`config.mk`:
```
export PLATFORM = sky130hd
export DESIGN_NAME = perceptron_accumulator
export DESIGN_NICKNAME = d
export VERILOG_FILES = /design/src/rtl/perceptron_pkg.sv /design/src/rtl/float_adder.sv /design/src/rtl/perceptron_accumulator.sv
export SDC_FILE = /design/constraint.sdc
export NUM_CORES = 1
export LEC_CHECK = 0
export ABC_AREA = 1
export BUFFER_PORTS_ARGS = -buffer_cell sky130_fd_sc_hd__buf_2
export CAP_MARGIN = 15
export CORE_AREA = 2 2 103 105
export DETAILED_ROUTE_END_ITERATION = 8
export DIE_AREA = 0 0 105 107
export GPL_TIMING_DRIVEN = 1
export PLACE_DENSITY = 0.81
export SYNTH_ARGS = -nofsm -noshare
export SYNTH_HDL_FRONTEND = slang
export SYNTH_SLANG_ARGS = --single-unit
export TNS_END_PERCENT = 1
```
`constraint.sdc`:
```
create_clock -name clk_i -period 6.2 [get_ports clk_i]
set_clock_uncertainty 0.1 [all_clocks]
set_input_delay 1.86 -clock clk_i [delete_from_list [all_inputs] [get_ports clk_i]]
set_output_delay 1.86 -clock clk_i [all_outputs]
set_load 0.005 [all_outputs]
```
`src/rtl/perceptron_pkg.sv`:
```
// Shared types and saturation helpers for the perceptron accumulator.
// Holds the FSM state enum, the clamped-add helper and the signed limits.
package perceptron_pkg;

  typedef enum logic [1:0] {
    S_IDLE,
    S_LOAD,
    S_ACCUM,
    S_DONE
  } acc_state_t;

  // Widest accumulator the helpers support; callers zero-extend
  // their W-bit operands and keep the low W bits of the result.
  localparam int W_MAX = 64;

  typedef struct packed {
    logic [W_MAX-1:0] val;
    logic             ovf;
  } sat_res_t;

  function automatic logic [W_MAX-1:0] sat_max(input int w);
    return (W_MAX'(1) << (w - 1)) - W_MAX'(1);
  endfunction

  function automatic logic [W_MAX-1:0] sat_min(input int w);
    return ~sat_max(w);
  endfunction

  // Clamp y = a + b (computed at width w) to the signed limits when
  // equal-signed operands produce a result of the opposite sign.
  function automatic sat_res_t sat_add_fix(
    input logic [W_MAX-1:0] a,
    input logic [W_MAX-1:0] b,
    input logic [W_MAX-1:0] y,
    input int               w
  );
    sat_res_t         r;
    logic [W_MAX-1:0] sh_a;
    logic [W_MAX-1:0] sh_b;
    logic [W_MAX-1:0] sh_y;
    sh_a  = a >> (w - 1);
    sh_b  = b >> (w - 1);
    sh_y  = y >> (w - 1);
    r.ovf = (sh_a[0] == sh_b[0]) &&
            (sh_y[0] != sh_a[0]);
    if (r.ovf) begin
      r.val = sh_a[0] ? sat_min(w) : sat_max(w);
    end else begin
      r.val = y;
    end
    return r;
  endfunction

endpackage

```
`src/rtl/float_adder.sv`:
```
// Fixed-point two's-complement adder, wrapping at W = SIGN+Q_M+Q_N.
// Ports: a_in, b_in (operands), y_out (wrapped sum).
module float_adder #(
  parameter  int SIGN = 1,
  parameter  int Q_M  = 16,
  parameter  int Q_N  = 16,
  localparam int W    = SIGN + Q_M + Q_N
) (
  input  logic [W-1:0] a_in,
  input  logic [W-1:0] b_in,
  output logic [W-1:0] y_out
);

  assign y_out = a_in + b_in;

endmodule

```
`src/rtl/perceptron_accumulator.sv`:
```
// Sequencer forming bias + sum of N_INPUTS terms with saturation.
// Ports: clk_i/rst_i, start_i/bias_i, term stream in, sum stream out.
module perceptron_accumulator
  import perceptron_pkg::*;
#(
  parameter  int SIGN     = 1,
  parameter  int Q_M      = 16,
  parameter  int Q_N      = 16,
  parameter  int N_INPUTS = 4,
  localparam int W        = SIGN + Q_M + Q_N,
  localparam int CW       = $clog2(N_INPUTS + 1)
) (
  input  logic          clk_i,
  input  logic          rst_i,
  input  logic          start_i,
  input  logic [W-1:0]  bias_i,
  input  logic          term_valid_i,
  input  logic [W-1:0]  term_i,
  output logic          term_ready_o,
  output logic          busy_o,
  output logic          sum_valid_o,
  output logic [W-1:0]  sum_o,
  input  logic          sum_ready_i,
  output logic          overflow_o,
  output logic [CW-1:0] count_o
);

  acc_state_t    state_q, state_d;
  logic [W-1:0]  bias_q, bias_d;
  logic [W-1:0]  acc_q, acc_d;
  logic [CW-1:0] cnt_q, cnt_d;
  logic          ovf_q, ovf_d;
  logic          rdy_q, busy_q, vld_q;

  logic [W-1:0]         add_y;
  sat_res_t             sat;
  logic [W_MAX-W-1:0]   sat_unused;

  float_adder #(
    .SIGN (SIGN),
    .Q_M  (Q_M),
    .Q_N  (Q_N)
  ) u_add (
    .a_in  (acc_q),
    .b_in  (term_i),
    .y_out (add_y)
  );

  assign sat = sat_add_fix(W_MAX'(acc_q),
                           W_MAX'(term_i),
                           W_MAX'(add_y), W);
  assign sat_unused = sat.val[W_MAX-1:W];

  always_comb begin
    state_d = state_q;
    bias_d  = bias_q;
    acc_d   = acc_q;
    cnt_d   = cnt_q;
    ovf_d   = ovf_q;
    unique case (state_q)
      S_IDLE: begin
        if (start_i) begin
          state_d = S_LOAD;
          bias_d  = bias_i;
          cnt_d   = '0;
          ovf_d   = 1'b0;
        end
      end
      S_LOAD: begin
        acc_d   = bias_q;
        state_d = S_ACCUM;
      end
      S_ACCUM: begin
        if (term_valid_i && rdy_q) begin
          acc_d = sat.val[W-1:0];
          ovf_d = ovf_q | sat.ovf;
          cnt_d = cnt_q + CW'(1);
          if (cnt_q == CW'(N_INPUTS - 1)) begin
            state_d = S_DONE;
          end
        end
      end
      S_DONE: begin
        if (sum_ready_i) begin
          if (start_i) begin
            state_d = S_LOAD;
            bias_d  = bias_i;
            cnt_d   = '0;
            ovf_d   = 1'b0;
          end else begin
            state_d = S_IDLE;
          end
        end
      end
      default: state_d = S_IDLE;
    endcase
  end

  // Handshake outputs are registered from the next state so they
  // line up with state_q without any combinational path.
  always_ff @(posedge clk_i) begin
    if (rst_i) begin
      state_q <= S_IDLE;
      bias_q  <= '0;
      acc_q   <= '0;
      cnt_q   <= '0;
      ovf_q   <= 1'b0;
      rdy_q   <= 1'b0;
      busy_q  <= 1'b0;
      vld_q   <= 1'b0;
    end else begin
      state_q <= state_d;
      bias_q  <= bias_d;
      acc_q   <= acc_d;
      cnt_q   <= cnt_d;
      ovf_q   <= ovf_d;
      rdy_q   <= (state_d == S_ACCUM);
      busy_q  <= (state_d == S_LOAD) ||
                 (state_d == S_ACCUM);
      vld_q   <= (state_d == S_DONE);
    end
  end

  assign term_ready_o = rdy_q;
  assign busy_o       = busy_q;
  assign sum_valid_o  = vld_q;
  assign sum_o        = acc_q;
  assign overflow_o   = ovf_q;
  assign count_o      = cnt_q;

endmodule

```
* After elaboration in Yosys (flattened, before gate mapping) *
Cells that the tools add are included.

word-level totals
  register bits after elaboration = 75
  bits in latches = 0
  RAM bits = 0
  memory bits (read-only) = 0
  output and inout bits = 40
  word-level logic and storage cells = 53
  memories kept = 0

operators by class
  add/sub/neg operators = 2
  multipliers = 0
  div/mod/pow operators = 0
  magnitude comparators = 0
  equal/unequal tests = 11
  shifts and indexed selects = 0
  multiplexer cells = 21
  bitwise logic cells = 1
  reductions and logical operators = 10

operators with widths
  operator             count
  $mux 33              5
  $pmux 33 s2          2
  $add 33x33->33       1
  $mux 3               3
  $pmux 3 s3           1
  $eq 2x2->1 const B   4
  $mux 2               4
  $pmux 2 s4           1
  $eq 2x1->1 const B   2
  $mux 1               4
  $ne 2x2->1 const B   2
  $reduce_and 2->1     2
  $reduce_bool 2->1    2
  $add 3x1->3 const B  1
  $eq 3x2->1 const B   1
  $pmux 1 s3           1
  $reduce_and 3->1     1
  $reduce_bool 3->1    1
  $logic_and 1x1->1    2
  $logic_not 2->1      1
  $eq 1x1->1           1
  $logic_or 1x1->1     1
  $ne 1x1->1           1
  $or 1x1->1           1

* Logic depth before layout (Yosys ltp) *
  depth after elaboration = 6
  depth in mapped cells = 19
  gate-level depth less buffers = 19

* Modules after synthesis *
From an unflattened synthesis, not the netlist that was laid out.

second synthesis, totals
  cells, all modules = 989
  area total of the unflattened synthesis = 5710.5 um^2

by module, submodules not included
  module                  instances  cells each  area an instance (um^2)  seq. area each (um^2)
  perceptron_accumulator  1          464         3258.1                   1501.4
  float_adder             1          525         2452.4                   0.0

* Worst setup path after synthesis *
Ideal clock, no wire load.

  kind = input-to-reg
  from = input port term_i[0]
  to = register acc_q[19] (netlist: sum_o[19])
  setup time = 0.137 ns
  arrival = 3.553 ns
  setup slack = 2.410 ns
  stages on the path = 18
  path buffers = 1
  cells stage by stage = ha_1 inv_1 fa_1 inv_1 nand2_1 nand2_1 nand3_1 nand2_2 nand2_2 nand2_2 nand2_4 nand3_2 nand2_8 buf_12 nand2_2 nand2_1 nand2_1 a21oi_2

between the ends
  cells in the longest elaborated chain, start to end = 6

RTL lines
  element               line                           source
  start, declared       perceptron_accumulator.sv:18   input logic [W-1:0] term_i,
  $add 33x33->33 *      float_adder.sv:14              assign y_out = a_in + b_in;
  $ne 1x1->1            perceptron_pkg.sv:45           (sh_y[0] != sh_a[0]);
  $logic_and 1x1->1     perceptron_pkg.sv:44           r.ovf = (sh_a[0] == sh_b[0]) &&
  $mux 33 *             perceptron_pkg.sv:46           if (r.ovf) begin
  $mux 33 *             perceptron_accumulator.sv:74   if (term_valid_i && rdy_q) begin
  $pmux 33 s2 *         perceptron_accumulator.sv:60   unique case (state_q)
  end signal, assigned  perceptron_accumulator.sv:105  acc_q <= '0;
  end signal, assigned  perceptron_accumulator.sv:114  acc_q <= acc_d;
  end, declared         perceptron_accumulator.sv:30   logic [W-1:0] acc_q, acc_d;

Mark *: on every way between the ends. The rest lies on a longest branch, timed or not. The select of a mux whose other input is x is not followed.
A chain may end at the register's enable or synchronous reset.

* Worst setup path in the final report *
  from = input port term_i[0]
  to = register acc_q[1] (netlist: sum_o[1])

Same word-level chain as after synthesis.

==> impl_metrics.py <==
metrics = {
    "cells_and_area": {
        "area_growth_syn_to_layout_pct": 14.1,
        "num-nets-final": 1201,
        "antenna-diode-count": 0,
        "mostFrequentLayoutCells": "sky130_fd_sc_hd__nand2_1 (362), sky130_fd_sc_hd__inv_1 (163), sky130_fd_sc_hd__buf_2 (110)",
        "utilization_after_layout_pct": 67.5,
        "final_common_cell": "sky130_fd_sc_hd__nand2_1",
        "post_route_cells_drive_above_1_share_pct": 17.8,
    },
    "global_route": {
        "grt_pass1_vias": 5829,
        "global_route.peak_usage_layer": "met2",
        "grt_first_pass_wirelength_um": 27200,
        "grt_antenna_before_repair": 0,
        "met1_usage_pct": 40.4,
        "globalRouteMet2Util_pct": 48.1,
        "grt_total_ovfl": 0,
        "grt_max_degree": 67,
        "track_usage_pct": 30.0,
        "grtUsageMet3_pct": 6.50,
    },
    "timing": {
        "timing.final.hold_violations": 0,
        "maxClockFrequency_mhz": 232,
        "slew_at_the_pin_closest_to_its_max_slew_limit_ns": 1.04,
        "final_max_slew_viol_count": 0,
        "final_cycle_share_pct": 69.6,
        "setup_repair_after_global_routing_missed_its_margin": "false",
        "final.setup.tns_ns": 0,
        "relSlewSlack_pct": 30.5,
        "final.min_clock_period_ns": 4.31,
        "timing.final.setup_violations": 0,
    },
    "cts": {
        "clock_sinks": 75,
        "cts_tree": "built",
        "cts_max_path_buffers": 2,
        "cts_setup_buffers": 0,
        "cts_inserted_buffers": 9,
        "ctsResizeCount": 0,
        "cts-root-buf": "sky130_fd_sc_hd__clkbuf_8",
        "hold_buffers": 0,
        "htree_num_levels": 3,
        "clk_latency_ns": 0.37,
        "cts.clk_slew.worst_paths_ns": 0.08,
    },
    "worst_setup_path": {
        "crit_start": "term_i[0]",
        "crit_arrival_ns": 4.44,
        "setup.reg_to_reg.worst_slack_ns": 3.17,
        "timing.setup.critical_path_class": "primary input to flop",
        "path_max_fanout": 18,
        "required_worst_endpoint_ns": 6.33,
        "timing.rr.end": "sum_o[1]",
        "worst-r2r-cell-count": 17,
        "worstSetupEndpointType": "flop",
        "r2r-start": "sum_o[0]",
        "crit_path_start_kind": "primary input",
    },
    "synth": {
        "synth-main-ff-cell": "sky130_fd_sc_hd__dfxtp_1",
        "synthesis.instances": 1000,
        "syn_area_per_cell_um2": 5.97,
        "syn_nets": 1108,
        "share_of_synthesized_flip_flops_with_an_asynchronous_set_or_reset_pct": 0,
        "ys_ff_latch": 75,
        "synth-seq-area-share_pct": 25.1,
        "synth_area_um2": 5970,
        "synth_cell_types": 34,
        "synth-edff-count": 0,
        "synth-warning-count": 0,
    },
    "drt": {
        "drt-vias-per-instance": 5.14,
        "tritonroute_pass_1_iters": 5,
        "detailroute.via_count": 6336,
        "detail_route.wl_per_cell_um": 13.2,
        "postRouteAntennaNets": 0,
        "drt_iter0_markers": 391,
        "routed_wl_um": 16300,
        "drc": 0,
    },
    "status": {
        "status": "finished, final reports clean",
    },
    "flow_run": {
        "max-cap-violations": 0,
    },
    "floorplan": {
        "num_io_pins": 111,
        "start_util_pct": 59.2,
        "rows": 37,
        "core-area_um2": 10100,
        "fp.dieH_um": 107,
        "die_w_um": 105,
        "floorplan.die_area_um2": 11200,
    },
    "power": {
        "vdd.ir_drop.worst_mv": 0.175,
        "powerDensity_nw_per_um2": 281,
        "leakage_nw": 3.94,
    },
    "worst_hold_path": {
        "min_delay_path_depth": 2,
        "timing.hold.worst_endpoint": "bias_q[1]",
        "holdCritPathClass": "flop to flop",
        "min_from": "bias_q[1]",
    },
    "placed_design": {
        "port-buffer-count": 110,
        "place_congestion": 0.980,
        "hpwlAfterDp_um": 12500,
    },
}
## final cells by class
| type | count | area (um2) |
|---|---|---|
| tap | 136 | 170 |
| clock buffer | 9 | 124 |
| fill | 1016 | 3280 |
| clock inverter | 6 | 138 |
| timing repair buffer | 113 | 573 |
| sequential | 75 | 1500 |
| inverter | 171 | 642 |
| multi-input combinational | 723 | 3670 |
## registers in the layout (all words and copies together), names as in the netlist
signal and cells:
bias_q 33, sum_o 33, count_o 3, state_q 2
busy_o 1, overflow_o 1, sum_valid_o 1, term_ready_o 1
## cell families (layout without fill, tap and decap cells)
logic type	after synthesis	after routing	share of synthesized area [%]
compound gates	171	171	16.7
simple gates	500	500	34.5
fa+ha+maj	37	37	7.88
xor+xnor	15	15	2.20
flops	75	75	25.1
buf+inv	202	299	13.6
## routing by layer
metal / vias up / wire length (um)
met2: 208 / 7110
met5: - / 0
met3: 26 / 1230
met1: 2820 / 7610
li1: 3282 / -
met4: 0 / 329
## where the power goes
group          switching (mW)  internal [mW]
registers              0.0397          0.551
logic                   0.533          0.280
clock network           0.201          0.308
## stage by stage
step                cells  power (mW)  hold WS [ns]  worst slack [ns]  cell area [um2]
finish               1233        1.91         0.354              1.89             6810
global route         1233        2.06         0.379              1.68             6810
CTS                  1233        1.91         0.356              1.94             6810
detailed placement   1218        1.40         0.344              1.58             6550
global placement     1218        1.39         0.339              1.71             6550
floorplan            1000        1.21         0.330              2.41             5970
## worst max path at each step
stage                endpoint  slack (ns)  cells after the start
finish               sum_o[1]        1.89                     18
global route         sum_o[1]        1.68                     18
CTS                  sum_o[1]        1.94                     18
detailed placement   sum_o[1]        1.58                     18
global placement     sum_o[1]        1.71                     18
floorplan           sum_o[19]        2.41                     18
## cell usage after synthesis, types with 2 or more instances
cell type | n | area, um2
sky130_fd_sc_hd__a21oi_2 | 30 | 263
sky130_fd_sc_hd__buf_1 | 2 | 7.51
sky130_fd_sc_hd__buf_2 | 7 | 35.0
sky130_fd_sc_hd__inv_2 | 8 | 30.0
sky130_fd_sc_hd__o21ai_0 | 65 | 325
sky130_fd_sc_hd__buf_12 | 2 | 40.0
sky130_fd_sc_hd__o21bai_1 | 5 | 37.5
sky130_fd_sc_hd__ha_1 | 36 | 450
sky130_fd_sc_hd__nand2_2 | 16 | 100
sky130_fd_sc_hd__nor2_2 | 4 | 25.0
sky130_fd_sc_hd__nor2_1 | 55 | 206
sky130_fd_sc_hd__a21oi_1 | 62 | 310
sky130_fd_sc_hd__nand2_1 | 364 | 1370
sky130_fd_sc_hd__nand4_1 | 9 | 56.3
sky130_fd_sc_hd__xor2_1 | 14 | 123
sky130_fd_sc_hd__dfxtp_1 | 75 | 1500
sky130_fd_sc_hd__nand2_4 | 3 | 33.8
sky130_fd_sc_hd__and2_1 | 3 | 18.8
sky130_fd_sc_hd__clkbuf_1 | 19 | 71.3
sky130_fd_sc_hd__inv_1 | 163 | 612
sky130_fd_sc_hd__and3_1 | 2 | 12.5
sky130_fd_sc_hd__nor3_1 | 5 | 25.0
sky130_fd_sc_hd__nand3_1 | 35 | 175
sky130_fd_sc_hd__o21ai_1 | 6 | 30.0
## critical path, stage by stage
cell                      delay (ns)
sky130_fd_sc_hd__buf_2          0.10
sky130_fd_sc_hd__ha_1           0.21
sky130_fd_sc_hd__inv_1          0.08
sky130_fd_sc_hd__fa_1           0.20
sky130_fd_sc_hd__inv_1          0.08
sky130_fd_sc_hd__nand2_1        0.07
sky130_fd_sc_hd__nand2_1        0.07
sky130_fd_sc_hd__nand3_1        0.09
sky130_fd_sc_hd__nand2_2        0.10
sky130_fd_sc_hd__nand2_2        0.07
sky130_fd_sc_hd__nand2_2        0.07
sky130_fd_sc_hd__nand2_4        0.09
sky130_fd_sc_hd__nand2_4        0.07
sky130_fd_sc_hd__a21oi_2        0.60
sky130_fd_sc_hd__buf_4          0.38
sky130_fd_sc_hd__o21ai_0        0.16
sky130_fd_sc_hd__nand2_1        0.08
sky130_fd_sc_hd__a21oi_1        0.05
Note: power is estimated with default switching activity, not from simulation.
